## config.mk

```make
export PLATFORM = sky130hd
export DESIGN_NAME = reorder_buffer
export DESIGN_NICKNAME = d
export VERILOG_FILES = /design/src/rtl/reorder_buffer.sv
export SDC_FILE = /design/constraint.sdc
export NUM_CORES = 2
export LEC_CHECK = 0
export CORE_ASPECT_RATIO = 1.25
export CORE_MARGIN = 3
export CORE_UTILIZATION = 35
export DETAILED_ROUTE_END_ITERATION = 6
export GPL_TIMING_DRIVEN = 0
export PLACE_DENSITY = 0.63
export SLEW_MARGIN = 0
export SYNTH_ARGS = -nofsm -noshare
export SYNTH_HDL_FRONTEND = slang
export SYNTH_SLANG_ARGS = --single-unit
```

## constraint.sdc

```tcl
create_clock -name clk -period 7.35 [get_ports clk]
set_clock_uncertainty 0.2 [all_clocks]
set_input_delay 1.47 -clock clk [delete_from_list [all_inputs] [get_ports clk]]
set_output_delay 1.47 -clock clk [all_outputs]
set_load 0.1 [all_outputs]
```

## src/rtl/reorder_buffer.sv

```systemverilog
// -----------------------------------------------------------------------------
// reorder_buffer
//
// Circular in-order retirement buffer for the Tomasulo core.
// Entries are allocated at dispatch (the id granted is the tail pointer and is
// also driven onto the rename port), completed out of order by writebacks, and
// retired one per cycle from the head in program order. A retiring branch whose
// actual outcome differs from its prediction still commits its own result, then
// raises pred_fail_flag for one cycle with redirect_pc and flushes the buffer.
//
// Parameters
//   ROB_SIZE_LOG   log2 of the number of entries (SIZE = 2**ROB_SIZE_LOG)
//
// Ports
//   clk            clock, all state updates on the rising edge
//   rst            synchronous reset, active low
//   rdy            global enable; 0 freezes every register
//   alloc_*        dispatch request (valid, destination reg, branch flag, prediction)
//   alloc_ready    an entry can be granted this cycle
//   alloc_robid    id that would be granted (tail)
//   rename_*       rename port towards the register file (valid, reg, rob id)
//   wb_*           execution writeback (valid, rob id, value, taken, target)
//   qj, qk         operand lookup ids from dispatch
//   j_/k_ready     operand entry busy and its value available (incl. same-cycle wb)
//   j_/k_value     operand value, forwarded from wb_value on a same-cycle hit
//   commit_*       registered retirement port, one pulse per retired entry
//   pred_fail_flag registered one-cycle mispredict pulse
//   redirect_pc    registered correct pc, meaningful while pred_fail_flag is 1
// -----------------------------------------------------------------------------
module reorder_buffer #(
  parameter int ROB_SIZE_LOG = 4
) (
  input  logic                    clk,
  input  logic                    rst,
  input  logic                    rdy,

  input  logic                    alloc_valid,
  input  logic [4:0]              alloc_regid,
  input  logic                    alloc_is_br,
  input  logic                    alloc_pred,
  output logic                    alloc_ready,
  output logic [ROB_SIZE_LOG-1:0] alloc_robid,

  output logic                    rename_valid,
  output logic [4:0]              rename_regid,
  output logic [ROB_SIZE_LOG-1:0] rename_robid,

  input  logic                    wb_valid,
  input  logic [ROB_SIZE_LOG-1:0] wb_robid,
  input  logic [31:0]             wb_value,
  input  logic                    wb_taken,
  input  logic [31:0]             wb_target,

  input  logic [ROB_SIZE_LOG-1:0] qj,
  input  logic [ROB_SIZE_LOG-1:0] qk,
  output logic                    j_ready,
  output logic                    k_ready,
  output logic [31:0]             j_value,
  output logic [31:0]             k_value,

  output logic                    commit_valid,
  output logic [4:0]              commit_regid,
  output logic [31:0]             commit_value,
  output logic [ROB_SIZE_LOG-1:0] commit_robid,

  output logic                    pred_fail_flag,
  output logic [31:0]             redirect_pc
);

  localparam int SIZE = 1 << ROB_SIZE_LOG;
  localparam logic [ROB_SIZE_LOG:0] FULL_COUNT = (ROB_SIZE_LOG+1)'(SIZE);

  // Control state
  logic [ROB_SIZE_LOG-1:0] head;
  logic [ROB_SIZE_LOG-1:0] tail;
  logic [ROB_SIZE_LOG:0]   count;
  logic [SIZE-1:0]         busy;
  logic [SIZE-1:0]         done;

  // Entry payload; only meaningful while the entry is busy, so no reset needed
  logic [SIZE-1:0]         is_br;
  logic [SIZE-1:0]         pred;
  logic [SIZE-1:0]         taken;
  logic [4:0]              regid_mem  [SIZE];
  logic [31:0]             value_mem  [SIZE];
  logic [31:0]             target_mem [SIZE];

  logic do_alloc;
  logic do_wb;
  logic do_commit;
  logic mispredict;
  logic j_hit;
  logic k_hit;

  // Full is judged on the registered count, so a commit in the same cycle
  // never frees a slot early.
  assign alloc_ready  = (count < FULL_COUNT) && !pred_fail_flag;
  assign alloc_robid  = tail;
  assign rename_valid = alloc_valid && alloc_ready;
  assign rename_regid = alloc_regid;
  assign rename_robid = tail;

  assign do_alloc   = rename_valid;
  // Writebacks in the cycle after a flush belong to squashed instructions.
  assign do_wb      = wb_valid && busy[wb_robid] && !pred_fail_flag;
  assign do_commit  = busy[head] && done[head] && !pred_fail_flag;
  assign mispredict = do_commit && is_br[head] && (taken[head] != pred[head]);

  // Operand lookup with same-cycle writeback forwarding
  assign j_hit   = wb_valid && (wb_robid == qj);
  assign k_hit   = wb_valid && (wb_robid == qk);
  assign j_ready = busy[qj] && (done[qj] || j_hit);
  assign k_ready = busy[qk] && (done[qk] || k_hit);
  assign j_value = (j_hit && !done[qj]) ? wb_value : value_mem[qj];
  assign k_value = (k_hit && !done[qk]) ? wb_value : value_mem[qk];

  // Pointers, occupancy, status bits and the registered output ports
  always_ff @(posedge clk) begin
    if (!rst) begin
      head           <= '0;
      tail           <= '0;
      count          <= '0;
      busy           <= '0;
      done           <= '0;
      commit_valid   <= 1'b0;
      commit_regid   <= '0;
      commit_value   <= '0;
      commit_robid   <= '0;
      pred_fail_flag <= 1'b0;
      redirect_pc    <= '0;
    end else if (rdy) begin
      commit_valid   <= do_commit;
      pred_fail_flag <= mispredict;

      if (do_commit) begin
        commit_regid <= regid_mem[head];
        commit_value <= value_mem[head];
        commit_robid <= head;
      end

      if (mispredict) begin
        // The branch retires, everything younger is squashed on this edge.
        redirect_pc <= target_mem[head];
        busy        <= '0;
        done        <= '0;
        head        <= '0;
        tail        <= '0;
        count       <= '0;
      end else begin
        if (do_wb) begin
          done[wb_robid] <= 1'b1;
        end
        if (do_commit) begin
          busy[head] <= 1'b0;
          done[head] <= 1'b0;
          head       <= head + 1'b1;
        end
        // Placed last so an alloc wins over a writeback to the same id.
        if (do_alloc) begin
          busy[tail] <= 1'b1;
          done[tail] <= 1'b0;
          tail       <= tail + 1'b1;
        end
        case ({do_alloc, do_commit})
          2'b10:   count <= count + 1'b1;
          2'b01:   count <= count - 1'b1;
          default: count <= count;
        endcase
      end
    end
  end

  // Payload storage
  always_ff @(posedge clk) begin
    if (rst && rdy) begin
      if (do_wb) begin
        value_mem[wb_robid]  <= wb_value;
        taken[wb_robid]      <= wb_taken;
        target_mem[wb_robid] <= wb_target;
      end
      if (do_alloc) begin
        regid_mem[tail] <= alloc_regid;
        is_br[tail]     <= alloc_is_br;
        pred[tail]      <= alloc_pred;
      end
    end
  end

endmodule

```

==> out/results.ini <==
[routing]
avgRoutedWirePerCell_um = 33.9
routed_wl_mm = 189
routed-via-count = 33600
drc = 0
routed.top_layer = met5
dr_wl_met3_mm = 22.4
met2_length_mm = 87.0
wl_met1_mm = 73.4
ant_nets = 0
dr.first_iter.drc_count = 5133
drt_pre_antenna_iters = 7
via_per_inst = 6.01

[layout]
fill_cells = 14300
fin_nets = 3366
drive_above_1_share_pct = 36.8
layout_common_cells = 1,152 x edfxtp_1, 707 x mux4_2, 181 x nand2_1
area_delta_synth_final_pct = 19.5
layout_commonest_cell = edfxtp_1

[critical_path]
setup.worst_path.class = input pin to output port
rr_worst_depth = 10
end_kind = output port
required_ns = 5.68
worstSetupStartpointType = input pin
crit_arrival_ns = 5.59
path_max_fanout = 10

[sta]
setup_viol = 0
tightest_slew_ns = 1.54
min_period_ns = 7.26
rsz0062_at_grt = false
slew_headroom_pct = -2.58
fmax_mhz = 138
fin_crit_sh_pct = 98.8
hold_ws_ns = 0.253
slew_viol_final = 11
hold_viol_final = 0
setup_slack_ns = 0.0858

[run]
max_cap_violations = 1

[synthesis]
synth_area_per_cell_um2 = 20.5
synth_flop_cell = edfxtp_1
yosysSeqAreaShare_pct = 63.8
syn-instance-count = 2825
yosys_warnings = 0
ys_ff_latch = 1272
synth_top_family_by_area = multiplexers
synth_xor_area_share_pct = 0.229
async_reset_ff_share_pct = 0
synth_compound_area_share_pct = 2.55
syn_nets = 2924
synth-simple-area-share_pct = 2.41
syn_area_um2 = 58000
yosys.area_share.adder_pct = 0.216
synth-edff-count = 1152
synth_cell_types = 64
synthMuxAreaShare_pct = 28.9

[clocking]
cts_tree = done
clock_latency_ns = 0.76
clkSinkCount = 1272
htreeDepth = 4
cts_root_buf = clkbuf_16
cts_setup_buffers = 0
hold_buffers = 0
clk_path_buf_depth = 3
numCtsBuffers = 139
path_clk_slew_ns = 0.05

[placed_design]
dp_slack_ns = -0.771
dp_hpwl_mm = 129
port_buffers = 238
routabilityCongestion = 0.879

[worst_hold_path]
worst_hold_path_type = flip-flop to flip-flop
hold-path-cell-count = 2

[power_and_ir_drop]
sw_frac_of_total_pct = 22.8
ir_worst_vdd_mv = 0.214
power_frac_comb_pct = 7.0
pwr-share-clk_pct = 43.7
power_mw = 16.0
seq_power_share_pct = 49.3
powerDensity_nw_per_um2 = 231
p_leak_nw = 21.1
p_sw_mw = 3.65
power.internal_mw = 12.4

[floorplan]
start_util_pct = 35.3
dieHeight_um = 461
die_area_um2 = 171000
pin_count = 245
num_rows = 166
core_um2 = 164000
die_w_um = 370

[run_status]
status = complete, but fails checks
violations = capacitance limit, slew limit

[global_routing]
grt-ovfl-total = 0
grt_pass1_vias = 33500
grt_pass1_wl_mm = 262
antenna_found_initial = 26
track_usage_pct = 22.1
grt_max_degree = 22

==> metal layers <==
metal  global-route usage (%)  vias to the layer above
met4                     7.34                       18
met1                     30.7                    17900
met3                     5.75                      350
met5                        0                        -
met2                     34.0                     2190
li1                         -                    13100
==> per-stage QoR <==
stage                     area, um^2  cells  setup TNS (ns)  utilization (%)
after detailed placement       64600   5309          -38.77             39.4
after global placement         63100   5247        -4026.86             38.5
after global routing           69300   5568               0             42.2
final                          69300   5580               0             42.2
after floorplan                58000   2825               0                -
after CTS                      69300   5566               0             42.2
==> cells in the mapped netlist (16+ instances only) <==
cell      number  share of area (%)
a21boi_0      52               0.67
a21boi_1      30               0.39
a21o_1        17               0.22
buf_1         16               0.10
buf_2         87               0.75
buf_4         19               0.25
clkbuf_1      93               0.60
dfxtp_1      120                4.1
edfxtp_1    1152                 60
mux2_2        66                1.3
mux4_2       707                 27
nand2_1      181                1.2
nand3_1       19               0.16
nor2_1        48               0.31
o21ai_0       43               0.37
==> power groups by stage <==
stage / clock (mW) / combinational (mW) / sequential, mW
after floorplan: 0 / 0.698 / 8.04
after global placement: 0 / 1.11 / 8.04
after detailed placement: 0 / 1.12 / 8.04
after CTS: 7.07 / 1.11 / 7.89
after global routing: 7.38 / 1.16 / 7.88
final: 7.00 / 1.12 / 7.89
==> state kept, by name, summed over array words and instances, names as in the netlist, 5 cells and up <==
| name | cells |
|---|---|
| target_mem | 512 |
| value_mem | 512 |
| regid_mem | 80 |
| commit_value | 32 |
| redirect_pc | 32 |
| busy | 16 |
| done | 16 |
| is_br | 16 |
| pred | 16 |
| taken | 16 |
| commit_regid | 5 |
| count | 5 |
==> path summary, 6_finish.rpt <==
| kind | from | to | slack [ns] |
|---|---|---|---|
| setup / recovery | qk[1] | k_ready | 0.09 |
| hold / removal | redirect_pc[28] | redirect_pc[28] | 0.25 |
| setup reg to reg | head[1] | redirect_pc[27] | 3.37 |
| hold reg to reg | redirect_pc[28] | redirect_pc[28] | 0.25 |
==> repair_timing <==
| action | CTS | global route |
|---|---|---|
| pin swaps | 0 | 0 |
| resized for setup | 192 | 2 |
| endpoints found under the setup margin | 66 | 9 |
==> cell type report <==
cell class / instances / area [um^2] / share of cell area (%)
Tap cell: 2184 / 2730 / 3.94
Inverter: 9 / 33.8 / 0.0487
Clock buffer: 199 / 3970 / 5.73
Multi-Input combinational cell: 1323 / 20000 / 28.9
Sequential cell: 1272 / 37000 / 53.4
Buffer: 221 / 1080 / 1.56
Antenna cell: 13 / 32.5 / 0.0469
Clock inverter: 58 / 582 / 0.839
Timing Repair Buffer: 301 / 3840 / 5.54
==> kinds of logic after synthesis <==
| kind of cell | count (synthesis) |
|---|---|
| buffers and inverters | 230 |
| AO/OA/AOI/OAI | 207 |
| AND/OR/NAND/NOR | 315 |
| flip-flops | 1272 |
| multiplexers | 778 |
| adder cells (fa/ha/maj) | 10 |
| XOR/XNOR | 13 |
==> worst max-delay path: stages <==
cell             delay, ns
clkbuf_1              0.41
clkbuf_1              0.56
clkbuf_1              1.09
mux4_2                0.46
nor2b_1               0.36
clkdlybuf4s50_1       1.22
Note: power is estimated with default switching activity, not from simulation.
